$ cat src/rtl/feeder_pkg.sv
// Shared definitions for the operand feeder: default sizes and FSM encoding.
package feeder_pkg;

  localparam int DATA_W_DEF = 4;
  localparam int DEPTH_DEF  = 8;

  typedef enum logic [1:0] {
    LOAD   = 2'd0,
    STREAM = 2'd1,
    DONE   = 2'd2
  } state_t;

endpackage

$ cat src/rtl/rise_detect.sv
// Rising-edge detector for an already-synchronised level.
// The history register resets to 1, so a level that is held high
// through reset does not produce a spurious edge afterwards.
module rise_detect (
  input  logic clock,
  input  logic reset,
  input  logic level,
  output logic rise
);

  logic level_q;

  // Remember last cycle's level; reset high to suppress edges from held inputs.
  always_ff @(posedge clock) begin
    if (reset) level_q <= 1'b1;
    else       level_q <= level;
  end

  assign rise = level & ~level_q;

endmodule

$ cat src/rtl/operand_feeder.sv
// Operand feeder: collects operands strobed in from the switches into a small
// buffer, then streams them one per handshake to the datapath. From DONE the
// same sequence can be replayed, or a new sequence started.
module operand_feeder
  import feeder_pkg::*;
#(
  parameter int DATA_W = DATA_W_DEF,
  parameter int DEPTH  = DEPTH_DEF,
  parameter int CNT_W  = $clog2(DEPTH) + 1
) (
  input  logic              clock,
  input  logic              reset,
  input  logic              enter,
  input  logic [DATA_W-1:0] data_in,
  input  logic              go,
  output logic [DATA_W-1:0] out_data,
  output logic              out_valid,
  input  logic              out_ready,
  output logic [CNT_W-1:0]  count,
  output logic              busy,
  output logic              done,
  output logic              overflow
);

  localparam int PTR_W = $clog2(DEPTH);

  state_t            state, next_state;
  logic [DATA_W-1:0] op_buf [DEPTH];
  logic [PTR_W-1:0]  wr_ptr, rd_ptr, next_wr_ptr, next_rd_ptr, wr_addr;
  logic [CNT_W-1:0]  next_count;
  logic              next_overflow, wr_en;
  logic              enter_rise, go_rise, full, last;

  rise_detect u_enter_rise (
    .clock (clock),
    .reset (reset),
    .level (enter),
    .rise  (enter_rise)
  );

  rise_detect u_go_rise (
    .clock (clock),
    .reset (reset),
    .level (go),
    .rise  (go_rise)
  );

  assign full     = (count == CNT_W'(DEPTH));
  assign last     = (CNT_W'(rd_ptr) == count - CNT_W'(1));
  assign out_data = op_buf[rd_ptr];

  // Next-state, pointer/count updates and state-decoded outputs.
  always_comb begin
    next_state    = state;
    next_wr_ptr   = wr_ptr;
    next_rd_ptr   = rd_ptr;
    next_count    = count;
    next_overflow = overflow;
    wr_en         = 1'b0;
    wr_addr       = wr_ptr;
    out_valid     = 1'b0;
    busy          = 1'b0;
    done          = 1'b0;
    case (state)
      LOAD: begin
        if (enter_rise) begin
          if (!full) begin
            wr_en       = 1'b1;
            next_wr_ptr = wr_ptr + PTR_W'(1);
            next_count  = count + CNT_W'(1);
          end else begin
            next_overflow = 1'b1;
          end
        end
        // The go decision sees the count including a same-cycle write.
        if (go_rise && next_count != '0) begin
          next_state  = STREAM;
          next_rd_ptr = '0;
        end
      end
      STREAM: begin
        out_valid = 1'b1;
        busy      = 1'b1;
        if (out_ready) begin
          next_rd_ptr = rd_ptr + PTR_W'(1);
          if (last) next_state = DONE;
        end
      end
      DONE: begin
        done = 1'b1;
        if (enter_rise) begin
          next_state    = LOAD;
          wr_en         = 1'b1;
          wr_addr       = '0;
          next_wr_ptr   = PTR_W'(1);
          next_count    = CNT_W'(1);
          next_overflow = 1'b0;
        end else if (go_rise) begin
          next_state  = STREAM;
          next_rd_ptr = '0;
        end
      end
      default: next_state = LOAD;
    endcase
  end

  // State register.
  always_ff @(posedge clock) begin
    if (reset) state <= LOAD;
    else       state <= next_state;
  end

  // Pointer, count and sticky overflow registers.
  always_ff @(posedge clock) begin
    if (reset) begin
      wr_ptr   <= '0;
      rd_ptr   <= '0;
      count    <= '0;
      overflow <= 1'b0;
    end else begin
      wr_ptr   <= next_wr_ptr;
      rd_ptr   <= next_rd_ptr;
      count    <= next_count;
      overflow <= next_overflow;
    end
  end

  // Operand storage; contents survive reset, only the pointers are cleared.
  always_ff @(posedge clock) begin
    if (wr_en) op_buf[wr_addr] <= data_in;
  end

endmodule

$ cat config.mk
export PLATFORM = sky130hd
export DESIGN_NAME = operand_feeder
export DESIGN_NICKNAME = d
export VERILOG_FILES = /design/src/rtl/feeder_pkg.sv /design/src/rtl/rise_detect.sv /design/src/rtl/operand_feeder.sv
export SDC_FILE = /design/constraint.sdc
export NUM_CORES = 1
export LEC_CHECK = 0
export CAP_MARGIN = 25
export CORE_UTILIZATION = 35
export DETAILED_ROUTE_END_ITERATION = 8
export HOLD_SLACK_MARGIN = 0.03
export PLACE_DENSITY = 0.52
export SLEW_MARGIN = 20
export SYNTH_ARGS = -nofsm -noshare
export SYNTH_HDL_FRONTEND = slang
export SYNTH_SLANG_ARGS = --single-unit
$ cat constraint.sdc
create_clock -name clock -period 4.8 [get_ports clock]
set_input_delay 0.96 -clock clock [delete_from_list [all_inputs] [get_ports clock]]
set_output_delay 0.96 -clock clock [all_outputs]
set_load 0.005 [all_outputs]
======== Word level (Yosys, flattened, before mapping) ========
Memory sizes are Yosys's and may differ from the RTL's. A register that Yosys moved wholly into a read port is not among the register bits.
Index checks and enable logic that the tools add are counted.
word-level totals
  word-level logic and storage cells ...... 76
  output and inout port bits .............. 12
  register bits ........................... 15
  memories ................................ 1
  RAM bits ................................ 32
  ROM bits ................................ 0
  input port bits ......................... 9
  bits in latches ......................... 0
operators by class
  equal/unequal tests ..................... 14
  $add $sub $neg .......................... 4
  multiplexer cells ....................... 36
  multipliers ............................. 0
  bitwise operators ....................... 4
  div/mod/pow operators ................... 0
  shift operators ......................... 0
  order comparisons ....................... 0
  reduce and logical (&&, ||, !) cells .... 10
memory list
  name    depth  bits a word  read ports  clocked after Yosys merged registers in  wr ports  RTL line              text
  op_buf  8      4            1           1                                        1         operand_feeder.sv:28  logic [DATA_W-1:0] op_buf [DEPTH];
operators by type and width
  operator                                                                number
  3-bit two-way mux                                                       11
  2-bit != test (second input constant)                                   9
  4-bit two-way mux                                                       4
  4-bit AND reduction                                                     3
  1-bit two-way mux                                                       10
  2-bit two-way mux                                                       5
  3-bit case mux with 3 select lines                                      1
  4-bit case mux with 2 select lines                                      1
  3-bit by 1-bit adder with 3-bit output (second input constant)          2
  2-bit case mux with 3 select lines                                      1
  3-bit case mux with 2 select lines                                      1
  5-bit AND reduction                                                     1
  4-bit by 1-bit adder with 4-bit output (second input constant)          1
  3-bit by 4-bit equality test with 1-bit output                          1
  4-bit equality test (second input constant)                             1
  1-bit case mux with 2 select lines                                      2
  4-bit nonzero test                                                      1
  4-bit by 1-bit subtractor with 4-bit output (second input constant)     1
  3-bit != test (second input constant)                                   1
  3-bit nonzero test                                                      1
  1-bit AND                                                               2
  2-bit by 1-bit equality test with 1-bit output (second input constant)  1
  2-bit equality test (second input constant)                             1
  2-bit logical NOT                                                       1
  4 further kinds                                                         5

======== Depth between registers and ports, before layout ========
Gate-level depths: netlist of run 1.
  word-level depth ........................ 10
  gate-level depth with buffers ........... 8

======== Hierarchy ========
A second synthesis of run 1 with hierarchy kept.
unflattened totals
  cell total of the unflattened synthesis .. 185
  area total of the unflattened synthesis .. 2357.3 um^2
by module, submodules not included
  module          times used  area each (um^2)  cells an instance
  operand_feeder  1           2292.2            179
  rise_detect     2           32.5              3

======== Least setup slack after synthesis of run 1 ========
Ideal clock, no wire load.
  path type ............................... reg-to-output
  from .................................... register (tool-made name)
  to ...................................... output out_data[0]
  setup slack ............................. 2537 ps
  arrival time ............................ 1303 ps
  cell stages (with the launch flop) ...... 4
  cells stage by stage .................... dfxtp_1 -> buf_2 -> mux4_2 -> mux2_2
RTL lines
  what       RTL line              text
  to (decl)  operand_feeder.sv:16  output logic [DATA_W-1:0] out_data,

==> results of run 1 <==
where the power goes:
group          switching [W]  internal, W  total [W]
combinational      0.0000310    0.0000300  0.0000610
clock               0.000135     0.000156   0.000291
sequential        0.00000878     0.000461   0.000470
total               0.000175     0.000647   0.000822
per-layer routing:
layer	vias up	GRT usage, %
met4	0	4.86
met5	-	0
met1	766	18.3
li1	762	-
met2	26	28.2
met3	4	2.87
sequential cells by signal, summed over array words and instances, names as in the netlist, named ones only:
register,count
overflow,1
count,4
state,2
u_go_rise.level_q,1
rd_ptr,3
wr_ptr,3
op_buf,32
u_enter_rise.level_q,1
through the flow:
| stage | setup slack, ns | hold WS, ns | area, sq um | util, % | total power (W) |
|---|---|---|---|---|---|
| after floorplan | 2.54 | 0.509 | 2350 | - | 0.000516 |
| final | 1.56 | 0.548 | 2700 | 42.0 | 0.000822 |
| after CTS | 1.45 | 0.544 | 2700 | 42.0 | 0.000832 |
| after global routing | 1.38 | 0.611 | 2700 | 42.0 | 0.000859 |
| after global placement | 1.74 | 0.518 | 2590 | 40.3 | 0.000540 |
| after detailed placement | 1.62 | 0.533 | 2590 | 40.3 | 0.000541 |
placed cells by master (no fill, tap or decap), types with 2 or more instances in the layout:
cell and instances:
nor3_1 7, a21o_1 2, nand2_1 7, nor2_1 21, and3b_1 2, o21a_1 3
nand3_1 7, o2111ai_1 2, nand2b_1 4, clkdlybuf4s50_1 20, dfxtp_1 18, a22oi_1 2
clkbuf_8 5, or2_2 2, nand4_1 2, edfxtp_1 32, nand3b_1 4, inv_1 5
ha_1 5, a311oi_1 6, o211ai_1 2, a21oi_1 7, a211oi_1 3, mux2_2 4
mux4_2 8, nor2b_1 2, xor2_1 4, o31ai_1 2
cell families after synthesis:
group | after synthesis
compound gates | 37
xor+xnor | 4
fa+ha+maj | 5
buf+inv | 16
flops | 50
mux | 13
simple gates | 65
path summary, 6_finish.rpt:
path             from      endpoint  slack [ns]
min reg2reg  overflow      overflow        0.55
min          overflow      overflow        0.55
max          register   out_data[2]        1.56
max reg2reg  count[0]  op_buf[4][3]        2.42
synthesized netlist by cell type (all sizes together) (2+ instances only):
cell     number  area, sq um
nor3          7         35.0
nand3         7         35.0
ha            5         62.6
nand4         2         12.5
clkbuf        4         15.0
mux4          8          180
buf           7         43.8
o211ai        2         15.0
o31ai         2         15.0
nor2b         2         12.5
xor2          4         35.0
mux2          4         45.0
nand2         8         32.5
or2           3         18.8
inv           5         18.8
nor2         21         78.8
o21a          3         22.5
a21o          2         15.0
o21ai         2         10.0
a211oi        3         22.5
a221oi        2         23.8
dfxtp        18          360
nand3b        4         30.0
a311oi        6         52.6
a22oi         2         15.0
nand2b        4         25.0
and3b         2         17.5
o2111ai       2         17.5
a21oi         7         35.0
edfxtp       32          961
worst max-delay path: stages (launching register included):
cell	delay [ns]
dfxtp_1	0.67
mux4_2	0.60
mux2_2	0.28
clkdlybuf4s50_1	0.44
final cells by class:
| type | instances | area, sq um |
|---|---|---|
| clock buffer | 6 | 72.6 |
| clock inverter | 2 | 37.5 |
| fill | 595 | 3720 |
| inverter | 5 | 18.8 |
| multi-input combinational | 124 | 951 |
| sequential | 50 | 1320 |
| tap | 77 | 96.3 |
| timing repair buffer | 20 | 200 |
==> results.md, run 1 <==
* Power density of the placed cells at 305 mW/mm^2
* Critical path peak fanout at 8
* Detailed-route wire length on metal 1 at 2090 um
* Tot GR Track Use at 15.5%
* Number of buffers created by CTS at 5
* Bufs on Longest Clock Path at 2
* Buffers on Ports at 20
* Via density per instance at 5.49
* Insertion delay to the later sink of the worst-skew pair at 0.30 ns
* Combinational family with the most area after synthesis: simple AND/OR/NAND/NOR gates
* Floorplan row count at 29
* Synthesized Nets at 204
* Placed wire-length estimate after detailed placement at 3670 um
* Final Routed Wirelength at 4930 um
* Routed length per placed instance at 17.3 um
* # Post-CTS Setup Buffers at 0
* Final setup viols at 0
* Initial antenna violation count at 0
* Sum of met2 wire segment lengths after detailed routing at 2670 um
* Synth warnings at 0
* Worst endpoint required time at 3.84 ns
* Outcome: complete, no violations
* Share of synthesized registers carrying an async set or reset at 0%
* Floorplan die area at 0.00705 sq mm
* Setup repair after global routing missed its margin: false
* CTS H-tree lvls at 2
* Area share of and/or/nand/nor cells after synthesis at 14.5%
* Remaining antenna violation count after routing at 0
* Critical Path Start Type: register
* # diodes at 0
* Count of placed standard cells in the final layout, fillers left out at 284
* Post-synthesis compound-gate area fraction at 11.8%
* Dominant register cell in the synthesized netlist: edfxtp_1
* Final Hold Vio Count at 0
* Final routed DRC violation total at 0
* Synthesized netlist cell count at 190
* Worst min-delay path category: register to register
* Total number of vias at 1558
* CTS tree: done
* Share of the yosys chip area belonging to registers at 56.2%
* Pre-Repair DR Iteration Count at 4
* Max-cap viol count at 0
* Capturing element type of the critical path: primary output
* Clock tree root driver cell: clkbuf_8
* Reported leakage power at 0.882 nW
* Peak supply drop at 0.147 mV
* Flops & latches, synth at 50
* Hold path cells at 2
* Fin. max-slew vios at 0
* Synth-to-layout area growth at 14.8%
* Average footprint of a synthesized cell at 12.4 sq um
* TritonCTS sink count at 50
* Ratio of cells with drive above 1 in the final layout at 11.6%
* CTS Hold Bufs at 0
* Total met3 wirelength after detailed routing at 128 um
* Cell depth of the worst flop-to-flop path at 5
* Overflow left after global routing at 0
* Final critical delay including setup and external delays at 3.24 ns
* Setup clock skew after layout at 0.00652 ns
* I/O pin count at 21
* Top layer in use: met4
* X dimension of the die at 83.9 um
* Routability-driven placement congestion ratio at 0.808
* CP Data Arrival Time at 2.28 ns
* First-pass GRT wire length at 8460 um
* Post-synthesis instance area at 0.00235 sq mm
* Fmax at 309 MHz
* Initial Util at 36.6%
* Pin count of the biggest net entering global routing at 19
* Normalized max-slew margin at 55.5%
* Post_cts resized at 0
* Clock-pin transition on the worst setup and hold timing paths at 0.09 ns
* Number of flops mapped to enable cells by yosys at 32
* Number of global-route vias before repair at 1708
* Count of placed standard cells including taps at 276
* Parity-gate share of the synthesized area counting xor and xnor cells at 1.49%
* Die height at 83.9 um
* Total negative slack for setup checks at 0 ns
* Synth cell types at 46
* Starting DRT DRC Count at 72
* Mux cell area share after synthesis at 10.0%
* Post-synthesis adder-cell area fraction at 2.66%
* Nets at 220
* Transition time of the tightest slew-check pin at 0.665 ns
* Period utilization at 67.5%
* Type of the worst setup path: register to primary output
* Core Area at 0.00642 sq mm
No activity file was read; power rests on OpenSTA's default activity.
==> run 2: changes to the inputs <==
==> constraint.sdc (replaced) <==
create_clock -name clock -period 3 [get_ports clock]
set_input_delay 0.6 -clock clock [delete_from_list [all_inputs] [get_ports clock]]
set_output_delay 0.6 -clock clock [all_outputs]
set_load 0.005 [all_outputs]
==> results.md, run 2 (same netlist as run 1, synthesis figures left out) <==
* Floorplan die area at 0.00705 sq mm
* Total number of vias at 1606
* Max-cap viol count at 0
* Ratio of cells with drive above 1 in the final layout at 14.2%
* Routed length per placed instance at 17.7 um
* Power density of the placed cells at 465 mW/mm^2
* Worst endpoint required time at 2.40 ns
* CTS tree: done
* CTS H-tree lvls at 2
* Final critical delay including setup and external delays at 2.70 ns
* Final setup viols at 0
* Largest registers ranked by flip-flop count: op_buf x32, count x4
* Initial antenna violation count at 0
* Worst min-delay path category: register to register
* Transition time of the tightest slew-check pin at 0.476 ns
* Most frequent cells in the layout: edfxtp_1 (32), nor2_1 (21), clkdlybuf4s50_1 (20), dfxtp_1 (17), mux4_2 (8)
* Number of buffers created by CTS at 5
* Reported leakage power at 0.902 nW
* Buffers on Ports at 20
* First-pass GRT wire length at 8450 um
* I/O pin count at 21
* Capturing element type of the critical path: primary output
* Worst hold slack at 0.532 ns
* Clock tree root driver cell: clkbuf_8
* Final instance area at 0.00272 sq mm
* Overflow left after global routing at 0
* Cell depth of the worst flop-to-flop path at 7
* Floorplan row count at 29
* Flip-flop count of the largest register after layout at 32
* Total negative slack for setup checks at 0 ns
* Total placed instance area at 0.00262 sq mm
* Fmax at 370 MHz
* Core Area at 0.00642 sq mm
* Remaining antenna violation count after routing at 0
* Final routed DRC violation total at 0
* Critical path peak fanout at 8
* Count of placed standard cells including taps at 280
* Via density per instance at 5.58
* Number of global-route vias before repair at 1654
* Setup repair after global routing missed its margin: false
* Initial Util at 36.6%
* Pre-Repair DR Iteration Count at 4
* Final Hold Vio Count at 0
* Outcome: complete, no violations
* Tot GR Track Use at 15.4%
* Hold path cells at 2
* Normalized max-slew margin at 68.0%
* Period utilization at 90.0%
* Starting DRT DRC Count at 88
* Setup clock skew after layout at 0.0100 ns
* Overall power after layout at 0.00126 W
* Routability-driven placement congestion ratio at 0.835
* Peak supply drop at 0.183 mV
* Clock-pin transition on the worst setup and hold timing paths at 0.09 ns
* Critical Path Start Type: register
* Leading cell type in the layout, fill and taps excluded: edfxtp_1
* Type of the worst setup path: register to primary output
* Nets at 224
* Pin count of the biggest net entering global routing at 19
* Register with the highest flop count: op_buf
* CTS Hold Bufs at 0
* Insertion delay to the later sink of the worst-skew pair at 0.30 ns
* Placed wire-length estimate after detailed placement at 3670 um
* # diodes at 0
* Bufs on Longest Clock Path at 2
* TritonCTS sink count at 50
* Count of placed standard cells in the final layout, fillers left out at 288
* Synth-to-layout area growth at 15.6%
* CP Data Arrival Time at 2.10 ns
* Final Routed Wirelength at 5100 um
* Fin. max-slew vios at 0
* Fillers at 603
* Die height at 83.9 um
* X dimension of the die at 83.9 um
-- run 2: changes by cell type in the layout (fill, tap and decap cells not counted) --
| cell | change |
|---|---|
| dfxtp_1 | -1 |
| clkinv_4 | +2 |
| bufinv_16 | -1 |
| buf_4 | +4 |
| inv_8 | +1 |
| clkinvlp_4 | -1 |
| dfxtp_2 | +1 |
| clkbuf_1 | -1 |
-- run 2: report_power, final --
part	switching (W)	internal [W]	total [W]	leakage (nW)
Combinational	0.0000508	0.0000495	0.000100	0.418
Sequential	0.0000143	0.000739	0.000753	0.435
Clock	0.000236	0.000173	0.000409	0.0502
Total	0.000301	0.000961	0.00126	0.902
-- run 2: final timing paths --
kind,endpoint,start,slack [ns]
setup / recovery,out_data[0],register,0.30
hold / removal,overflow,overflow,0.53
setup reg to reg,register,count[0],0.71
hold reg to reg,overflow,overflow,0.53
-- run 2: final cells by class --
cell class              instances  area [sq um]  area share (%)
clock buffers                   5          68.8            2.53
clock inverters                 3          28.8            1.06
inverters                       5          18.8           0.691
multi-input cells             124           951            35.0
flip-flops and latches         50          1320            48.7
well taps                      77          96.3            3.55
repair buffers                 24           230            8.48
-- run 2: critical path: stages (launching register included) --
cell	delay [ns]
dfxtp_2	0.53
mux4_2	0.56
mux2_2	0.27
clkdlybuf4s50_1	0.44
-- run 2: through the flow --
stage | setup slack, ns | util, %
6_report | 0.300 | 42.3
3_5_place_dp | 0.334 | 40.8
5_1_grt | 0.184 | 42.3
4_1_cts | 0.0532 | 42.3
2_1_floorplan | 1.07 | -
3_3_place_gp | 0.406 | 40.8
-- run 2: routing by layer --
| layer | share of wire (%) | GRT usage [%] | vias up |
|---|---|---|---|
| li1 | - | - | 764 |
| met1 | 45 | 19.5 | 809 |
| met2 | 51 | 26.8 | 29 |
| met3 | 2.7 | 3.26 | 4 |
| met4 | 0.75 | 4.08 | 0 |
| met5 | 0 | 0 | - |
-- run 2: what timing repair did --
action,CTS,global route
buffers inserted,0,0
setup endpoints to repair,0,4
gates resized for setup,0,1
==> run 3: changes to the inputs <==
--- a/config.mk
+++ b/config.mk
@@ -6,10 +6,10 @@
 export NUM_CORES = 1
 export LEC_CHECK = 0
 export CAP_MARGIN = 25
-export CORE_UTILIZATION = 35
+export CORE_UTILIZATION = 33
 export DETAILED_ROUTE_END_ITERATION = 8
 export HOLD_SLACK_MARGIN = 0.03
-export PLACE_DENSITY = 0.52
+export PLACE_DENSITY = 0.5
 export SLEW_MARGIN = 20
 export SYNTH_ARGS = -nofsm -noshare
 export SYNTH_HDL_FRONTEND = slang
==> results.md, run 3 (same netlist as run 1, synthesis figures left out) <==
* Die height at 86.4 um
* Register with the highest flop count: op_buf
* Fin. max-slew vios at 0
* # Post-CTS Setup Buffers at 0
* Setup repair after global routing missed its margin: false
* Type of the worst setup path: register to primary output
* Remaining antenna violation count after routing at 0
* Initial Util at 34.4%
* X dimension of the die at 86.4 um
* Final Hold Vio Count at 0
* Switching portion of total power at 22.8%
* Starting DRT DRC Count at 70
* Count of buffer and inverter cells on the critical path at 1
* Floorplan die area at 0.00746 sq mm
* Most frequent cells in the layout: edfxtp_1 (32), nor2_1 (21), clkdlybuf4s50_1 (20), dfxtp_1 (17), mux4_2 (8)
* Cell depth of the worst flop-to-flop path at 5
* Sequential cell fraction of total power at 61.2%
* First-pass GRT wire length at 8270 um
* TritonCTS sink count at 50
* Final critical delay including setup and external delays at 2.66 ns
* Hold path cells at 2
* Bufs on Longest Clock Path at 2
* Routability-driven placement congestion ratio at 0.860
* Largest registers ranked by flip-flop count: op_buf x32, count x4
* Initial antenna violation count at 0
* # diodes at 0
* Power share of the clock group at 30.8%
* Number of global-route vias before repair at 1574
* Worst min-delay path category: register to register
* Outcome: complete, no violations
* Number of buffers created by CTS at 5
* I/O pin count at 21
* Fillers at 682
* Critical path peak fanout at 8
* Transition time of the tightest slew-check pin at 0.526 ns
* Normalized max-slew margin at 64.8%
* Internal power of the cells at 0.000948 W
* Placed wire-length estimate after detailed placement at 3540 um
* CP Data Arrival Time at 2.06 ns
* Buffers on Ports at 20
* Capturing element type of the critical path: primary output
* Largest delay contributor family on the critical path: multiplexers
* Biggest cell delay along the critical path at 0.55 ns
* Ratio of cells with drive above 1 in the final layout at 13.3%
* Switching pwr at 0.000280 W
* Via density per instance at 5.20
* Crit path max-delay cell type: mux4_2
* CTS H-tree lvls at 2
* Max-cap viol count at 0
* Pre-Repair DR Iteration Count at 4
* Reported leakage power at 0.895 nW
* Flip-flop count of the largest register after layout at 32
* Tot GR Track Use at 14.8%
* Power density of the placed cells at 450 mW/mm^2
* Sequential standard cell area at 0.00132 sq mm
* Total number of vias at 1595
* Final routed DRC violation total at 0
* Final instance area at 0.00273 sq mm
* Critical path depth in cells at 3
* Worst R2R Setup Slack at 0.67 ns
* Total negative slack for setup checks at 0 ns
* Clock tree root driver cell: clkbuf_8
* Routed length per placed instance at 16.4 um
* Peak supply drop at 0.249 mV
* Portion of total power attributed to combinational logic at 8.0%
* Floorplan row count at 30
* Pin count of the biggest net entering global routing at 19
* Final setup viols at 0
* Leading cell type in the layout, fill and taps excluded: edfxtp_1
* Multi-input gate area in the final layout at 951 sq um
* Overflow left after global routing at 0
* Nets at 224
* Final Routed Wirelength at 5020 um
* Total placed instance area at 0.00264 sq mm
* CTS tree: done
* Insertion delay to the later sink of the worst-skew pair at 0.29 ns
* Period utilization at 88.6%
* Worst endpoint required time at 2.40 ns
* Synth-to-layout area growth at 16.1%
* Core Area at 0.00683 sq mm
* Fmax at 376 MHz
* Critical Path Start Type: register
* Clock-pin transition on the worst setup and hold timing paths at 0.09 ns
* Cell chain of the critical path: mux4_2 > mux2_2 > clkdlybuf4s50_1
* Setup clock skew after layout at 0.00474 ns
==> run 3: cell types whose count changed in the layout (fill, tap and decap cells not counted) <==
cell and delta:
clkinv_1 +2, clkinv_4 -1, inv_8 -1
==> run 3: power groups by stage <==
| stage | sequential (W) | clock, W | combinational (W) |
|---|---|---|---|
| 5_1_grt | 0.000755 | 0.000419 | 0.000108 |
| 2_1_floorplan | 0.000759 | 0 | 0.0000659 |
| 4_1_cts | 0.000752 | 0.000393 | 0.0000987 |
| 6_report | 0.000752 | 0.000378 | 0.0000982 |
| 3_3_place_gp | 0.000768 | 0 | 0.0000964 |
| 3_5_place_dp | 0.000768 | 0 | 0.0000980 |
==> run 3: final timing paths <==
path | to | start
setup reg to reg | op_buf[7][1] | count[0]
hold reg to reg | overflow | overflow
hold / removal | overflow | overflow
setup / recovery | out_data[3] | register
==> run 3: cell type report <==
type                    count  area share, %
flip-flops and latches     50           48.5
multi-input cells         124           34.9
repair buffers             24           8.44
well taps                  96           4.40
clock buffers               5           2.52
inverters                   5          0.688
clock inverters             3          0.596
==> run 3: what timing repair did <==
action,CTS,global route
setup endpoints to repair,0,1
gates resized for setup,0,1
hold buffers,0,0
==> run 3: routing by layer <==
layer	global-route usage, %	vias to the layer above	wire (um)	part of all wire (%)
met1	18.8	790	2220	44
met2	25.1	32	2520	50
met3	2.95	8	178	3.5
li1	-	765	-	-
met4	5.30	0	104	2.1
met5	0	-	0	0
==> run 3: metrics by stage <==
stage / total power (W) / setup slack [ns] / util, % / cells / hold slack [ns]
after CTS: 0.00124 / 0.0893 / 39.9 / 307 / 0.551
after global routing: 0.00128 / 0.224 / 39.9 / 307 / 0.582
after detailed placement: 0.000866 / 0.431 / 38.7 / 299 / 0.540
after floorplan: 0.000825 / 1.07 / - / 190 / 0.509
final: 0.00123 / 0.341 / 39.9 / 307 / 0.537
after global placement: 0.000865 / 0.428 / 38.7 / 299 / 0.552
==> run 3: worst min-delay path, delay by kind of cell, from the launching register on <==
kind / cells / cell delay (ns)
DFF: 1 / 0.32
AOI/OAI and AO/OA: 2 / 0.17
==> variant 1 (settings of run 2) <==
`DEPTH_DEF`: 8 -> 16.
--- a/src/rtl/feeder_pkg.sv
+++ b/src/rtl/feeder_pkg.sv
@@ -4,3 +4,3 @@
   localparam int DATA_W_DEF = 4;
-  localparam int DEPTH_DEF  = 8;
+  localparam int DEPTH_DEF  = 16;
 
Ports: changed (resized count); port bits go from 21 to 22. The function was not compared with the original's and may differ.
==> variant 1 against run 2 <==
Synthesized cell count is 41% higher; setup slack lost 0.21 ns; wire length up 56%; highest routed layer unchanged; design area increased by 64%; synthesized area is 62% higher; critical path type unchanged; sequential cell count increased by 36; fmax is 7.4% lower; clock skew up 0.0019 ns; power increased by 76%.
==> variant 1: results (changes against run 2) <==
<table>
<tr><th>Metric</th><th>Value</th></tr>
<tr><th colspan="2">Status</th></tr>
<tr><td>Run status</td><td>finished clean</td></tr>
<tr><th colspan="2">Global routing</th></tr>
<tr><td>Vias in the first global route</td><td>2309 (+40%)</td></tr>
<tr><td>Wire length of the first global-routing pass</td><td>12.8 mm (+52%)</td></tr>
<tr><td>Overall fraction of global-route tracks in use</td><td>15.5% (+0.018 points)</td></tr>
<tr><td>Largest net degree at the start of global routing</td><td>17 (-2)</td></tr>
<tr><td>Met3 track demand over resource</td><td>3.07% (-0.20 points)</td></tr>
<tr><th colspan="2">Power and ir drop</th></tr>
<tr><td>Leakage power total</td><td>1.45 nW (+61%)</td></tr>
<tr><td>Worst IR Drop VDD</td><td>0.000208 V (+13%)</td></tr>
<tr><th colspan="2">Worst setup path</th></tr>
<tr><td>Critical path peak fanout</td><td>15 (+7)</td></tr>
<tr><td>Crit-path max cell delay</td><td>0.54 ns (-0.02 ns)</td></tr>
<tr><td>Number of cells on the worst reg-to-reg path</td><td>8 (+1)</td></tr>
<tr><td>Data arrival time at the worst-slack endpoint</td><td>2.31 ns (+0.21 ns)</td></tr>
<tr><th colspan="2">Placed design</th></tr>
<tr><td>Post-Place Cell Area</td><td>4230 µm² (+62%)</td></tr>
<tr><td>Worst setup slack after placement</td><td>0.223 ns (-0.111 ns)</td></tr>
<tr><td>Final Wtd Congestion</td><td>0.791 (-5.3%)</td></tr>
<tr><td>Cell count after placement</td><td>426 (+52%)</td></tr>
<tr><th colspan="2">Logic synthesis</th></tr>
<tr><td>Post-synthesis average cell area</td><td>14.2 µm² (+15%)</td></tr>
<tr><td>Number of library cell types mapped by synthesis</td><td>48 (+4.3%)</td></tr>
<tr><td>Sequential element share of the synthesized area</td><td>62.0% (+5.8 points)</td></tr>
<tr><th colspan="2">Cells and area</th></tr>
<tr><td>Share of post-route cells with drive strength above 1</td><td>21.4% (+7.2 points)</td></tr>
<tr><td>Final instance count without filler cells</td><td>449 (+56%)</td></tr>
<tr><th colspan="2">Timing</th></tr>
<tr><td>Slew Limit Headroom</td><td>57.5% (-11 points)</td></tr>
<tr><td>Clk_skew</td><td>0.0119 ns (+0.00189 ns)</td></tr>
<tr><td>Minimum setup slack in the final design</td><td>0.0851 ns (-0.215 ns)</td></tr>
<tr><th colspan="2">Clocking</th></tr>
<tr><td>Clock latency at the later pin of the worst-skew pair</td><td>0.35 ns (+0.05 ns)</td></tr>
<tr><th colspan="2">Drt</th></tr>
<tr><td>Detailed route wirelength on metal3</td><td>342 µm (+150%)</td></tr>
<tr><td>WL met1</td><td>3.54 mm (+54%)</td></tr>
</table>
[variant 1: changes by cell type after synthesis, moves of 5 or more]
cell                       before  now
sky130_fd_sc_hd__a21oi_1        7   17
sky130_fd_sc_hd__edfxtp_1      32   64
sky130_fd_sc_hd__mux4_2         8   20
sky130_fd_sc_hd__nand2_1        7   19
sky130_fd_sc_hd__nor2_1        21   26
sky130_fd_sc_hd__o21ai_0        1    7
[variant 1: area by class of cell]
type	instances	area, µm²
fillers	968	5960
flip-flops and latches	86	2360
multi-input cells	165	1360
repair buffers	40	365
well taps	136	170
clock buffers	9	124
clock inverters	7	48.8
inverters	6	22.5
[variant 1: worst reg2reg max path, cell delays in order, from the launching register on]
cell                       delay (ns)
sky130_fd_sc_hd__dfxtp_1         0.35
sky130_fd_sc_hd__inv_1           0.09
sky130_fd_sc_hd__ha_1            0.39
sky130_fd_sc_hd__and3b_1         0.22
sky130_fd_sc_hd__a211oi_1        0.21
sky130_fd_sc_hd__o22ai_1         0.13
sky130_fd_sc_hd__o21ai_2         0.27
sky130_fd_sc_hd__o211ai_2        0.16
sky130_fd_sc_hd__mux2_2          0.30
[variant 1: what timing repair did]
action                     4_1_cts  5_1_grt
resized for setup                3        1
setup buffers                    0        7
gates cloned                     0        0
pin swaps                        0        0
setup endpoints to repair        4        2
[variant 1: power breakdown]
| part | internal, mW | total [mW] | switching [mW] |
|---|---|---|---|
| Sequential | 1.29 | 1.30 | 0.0113 |
| Combinational | 0.0959 | 0.187 | 0.0907 |
| Clock | 0.302 | 0.732 | 0.430 |
[variant 1: cell families after synthesis]
group	synth area share (%)
adder cells (fa/ha/maj)	1.64
multiplexers	12.7
XOR/XNOR	1.61
flip-flops	62.0
AO/OA/AOI/OAI	7.52
buffers and inverters	2.30
AND/OR/NAND/NOR	12.3
==> variant 2 (settings of run 2) <==
Without the edit above. Reset style: asynchronous (`reset`), changed in 3 clocked blocks.
--- a/src/rtl/rise_detect.sv
+++ b/src/rtl/rise_detect.sv
@@ -13,3 +13,3 @@
   // Remember last cycle's level; reset high to suppress edges from held inputs.
-  always_ff @(posedge clock) begin
+  always_ff @(posedge clock or posedge reset) begin
     if (reset) level_q <= 1'b1;
--- a/src/rtl/operand_feeder.sv
+++ b/src/rtl/operand_feeder.sv
@@ -107,3 +107,3 @@
   // State register.
-  always_ff @(posedge clock) begin
+  always_ff @(posedge clock or posedge reset) begin
     if (reset) state <= LOAD;
@@ -113,3 +113,3 @@
   // Pointer, count and sticky overflow registers.
-  always_ff @(posedge clock) begin
+  always_ff @(posedge clock or posedge reset) begin
     if (reset) begin
Behaviour: not the same (a bounded check fails within 4 cycles, from zero or initial values and one cycle with reset high).
==> variant 2 against run 2 <==
Synthesized area shrank 6.4%; register-to-register slack got worse by 0.07 ns; non-clock buffer count increased by 2; sequential cell count decreased by 3; setup slack got worse by 0.0033 ns; design area decreased by 5.1%; highest routed layer unchanged; critical path depth increased by 1; critical endpoint is now out_data[3]; wire length shrank 14%.
Power is not compared: it rests on default switching activity, and its combinational part moved more than twofold at a synthesized area within 25%.
==> variant 2: results (changes against run 2) <==
<table>
<tr><th>Metric</th><th>Value</th></tr>
<tr><th colspan="2">Logic synthesis</th></tr>
<tr><td>Sequential element share of the synthesized area</td><td>60.9% (+4.7 points)</td></tr>
<tr><td>Leading post-synthesis cells by instance count</td><td>sky130_fd_sc_hd__edfxtp_1 (32), sky130_fd_sc_hd__dfrtp_1 (13), sky130_fd_sc_hd__nor2_1 (13)</td></tr>
<tr><td>Number of library cell types mapped by synthesis</td><td>37 (-20%)</td></tr>
<tr><td>Number of standard cells after synthesis</td><td>164 (-14%)</td></tr>
<tr><td>Ys async rst share</td><td>31.9% (+32 points)</td></tr>
<tr><td>Number of nets in the synthesized netlist</td><td>178 (-13%)</td></tr>
<tr><td>Leading post-synthesis cells by cell area</td><td>sky130_fd_sc_hd__edfxtp_1 (44%), sky130_fd_sc_hd__dfrtp_1 (15%), sky130_fd_sc_hd__mux4_2 (8.2%)</td></tr>
<tr><th colspan="2">Placed design</th></tr>
<tr><td>Final Wtd Congestion</td><td>0.802 (-4.0%)</td></tr>
<tr><td>Cell count after placement</td><td>257 (-8.2%)</td></tr>
<tr><td>Post-Place Cell Area</td><td>2490 µm² (-4.9%)</td></tr>
<tr><td>Detailed Place HPWL</td><td>3.14 mm (-15%)</td></tr>
<tr><th colspan="2">Worst setup path</th></tr>
<tr><td>Number of cells on the worst reg-to-reg path</td><td>6 (-1)</td></tr>
<tr><td>Crit-path max cell delay</td><td>0.51 ns (-0.05 ns)</td></tr>
<tr><td>Worst reg2reg setup slack</td><td>0.64 ns (-0.07 ns)</td></tr>
<tr><td>Data arrival time at the worst-slack endpoint</td><td>2.10 ns (about the same)</td></tr>
<tr><th colspan="2">Drt</th></tr>
<tr><td>Average detailed-routed wire length per instance</td><td>16.5 µm (-6.7%)</td></tr>
<tr><td>Drt via density</td><td>5.29 (-5.1%)</td></tr>
<tr><td>First-pass DRT Iterations</td><td>4 (unchanged)</td></tr>
<tr><th colspan="2">Cells and area</th></tr>
<tr><td>Net total in the final layout</td><td>203 (-9.4%)</td></tr>
<tr><td>Share of post-route cells with drive strength above 1</td><td>16.3% (+2.1 points)</td></tr>
<tr><td>Ant diodes</td><td>0 (unchanged)</td></tr>
<tr><th colspan="2">Worst hold path</th></tr>
<tr><td>Worst hold start</td><td>overflow$_DFFE_PP0P_</td></tr>
<tr><td>Hold Path Sink</td><td>overflow$_DFFE_PP0P_</td></tr>
<tr><th colspan="2">Global routing</th></tr>
<tr><td>Wire length of the first global-routing pass</td><td>7.29 mm (-14%)</td></tr>
<tr><td>Largest net degree at the start of global routing</td><td>16 (-3)</td></tr>
<tr><th colspan="2">Timing</th></tr>
<tr><td>Post-route worst hold slack</td><td>0.558 ns (+0.0259 ns)</td></tr>
<tr><td>Clk_skew</td><td>0.00527 ns (-0.00476 ns)</td></tr>
<tr><th colspan="2">Status</th></tr>
<tr><td>Run status</td><td>finished clean</td></tr>
<tr><th colspan="2">Clocking</th></tr>
<tr><td>CTS Root Cell</td><td>sky130_fd_sc_hd__clkbuf_8</td></tr>
</table>
[variant 2: area by class of cell]
| class | instances | area, µm² |
|---|---|---|
| Multi-Input combinational cell | 102 | 786 |
| Inverter | 7 | 26.3 |
| Clock inverter | 2 | 16.3 |
| Clock buffer | 6 | 72.6 |
| Sequential cell | 47 | 1340 |
| Tap cell | 75 | 93.8 |
| Fill cell | 528 | 3410 |
| Timing Repair Buffer | 26 | 245 |
[variant 2: worst max path at each step]
stage / cells past startpoint / to / slack [ns] / from
global route: 4 / out_data[3] / 0.21 / rd_ptr[0]$_DFFE_PP0P_
floorplan: 7 / op_buf[0][0]$_DFFE_PP_ / 0.72 / count[0]$_DFFE_PP0P_
global placement: 5 / op_buf[0][2]$_DFFE_PP_ / 0.59 / enter
CTS: 4 / out_data[3] / 0.27 / rd_ptr[0]$_DFFE_PP0P_
detailed placement: 5 / op_buf[0][1]$_DFFE_PP_ / 0.57 / enter
finish: 4 / out_data[3] / 0.30 / rd_ptr[0]$_DFFE_PP0P_
[variant 2: routing by layer]
metal | wire [µm] | GRT usage (%) | vias to the layer above
met5 | 0 | 0 | -
met3 | 189 | 3.03 | 2
li1 | - | - | 664
met1 | 2050 | 21.6 | 699
met2 | 2110 | 23.4 | 37
met4 | 29 | 5.36 | 0
[variant 2: stage by stage]
| step | setup slack, ns | utilization [%] |
|---|---|---|
| 2_1_floorplan | 0.720 | - |
| 4_1_cts | 0.267 | 43.0 |
| 3_3_place_gp | 0.587 | 41.6 |
| 5_1_grt | 0.210 | 43.0 |
| 3_5_place_dp | 0.574 | 41.6 |
| 6_report | 0.297 | 43.0 |
[variant 2: cells by family after synthesis]
family / share of synthesized area [%]
mux: 10.2
simple gates: 11.3
fa+ha+maj: 2.85
xor+xnor: 1.99
compound gates: 9.33
flops: 60.9
buf+inv: 3.36
[variant 2: worst min-delay path: stages, from the launching register on]
cell and delay, ns:
sky130_fd_sc_hd__dfrtp_1 0.36, sky130_fd_sc_hd__a21oi_1 0.04, sky130_fd_sc_hd__a21oi_1 0.12
[variant 2: where the power goes]
group          total (mW)  internal, mW  switching (mW)
Sequential          0.964         0.792           0.173
Clock               0.383         0.167           0.215
Combinational       0.899         0.512           0.387
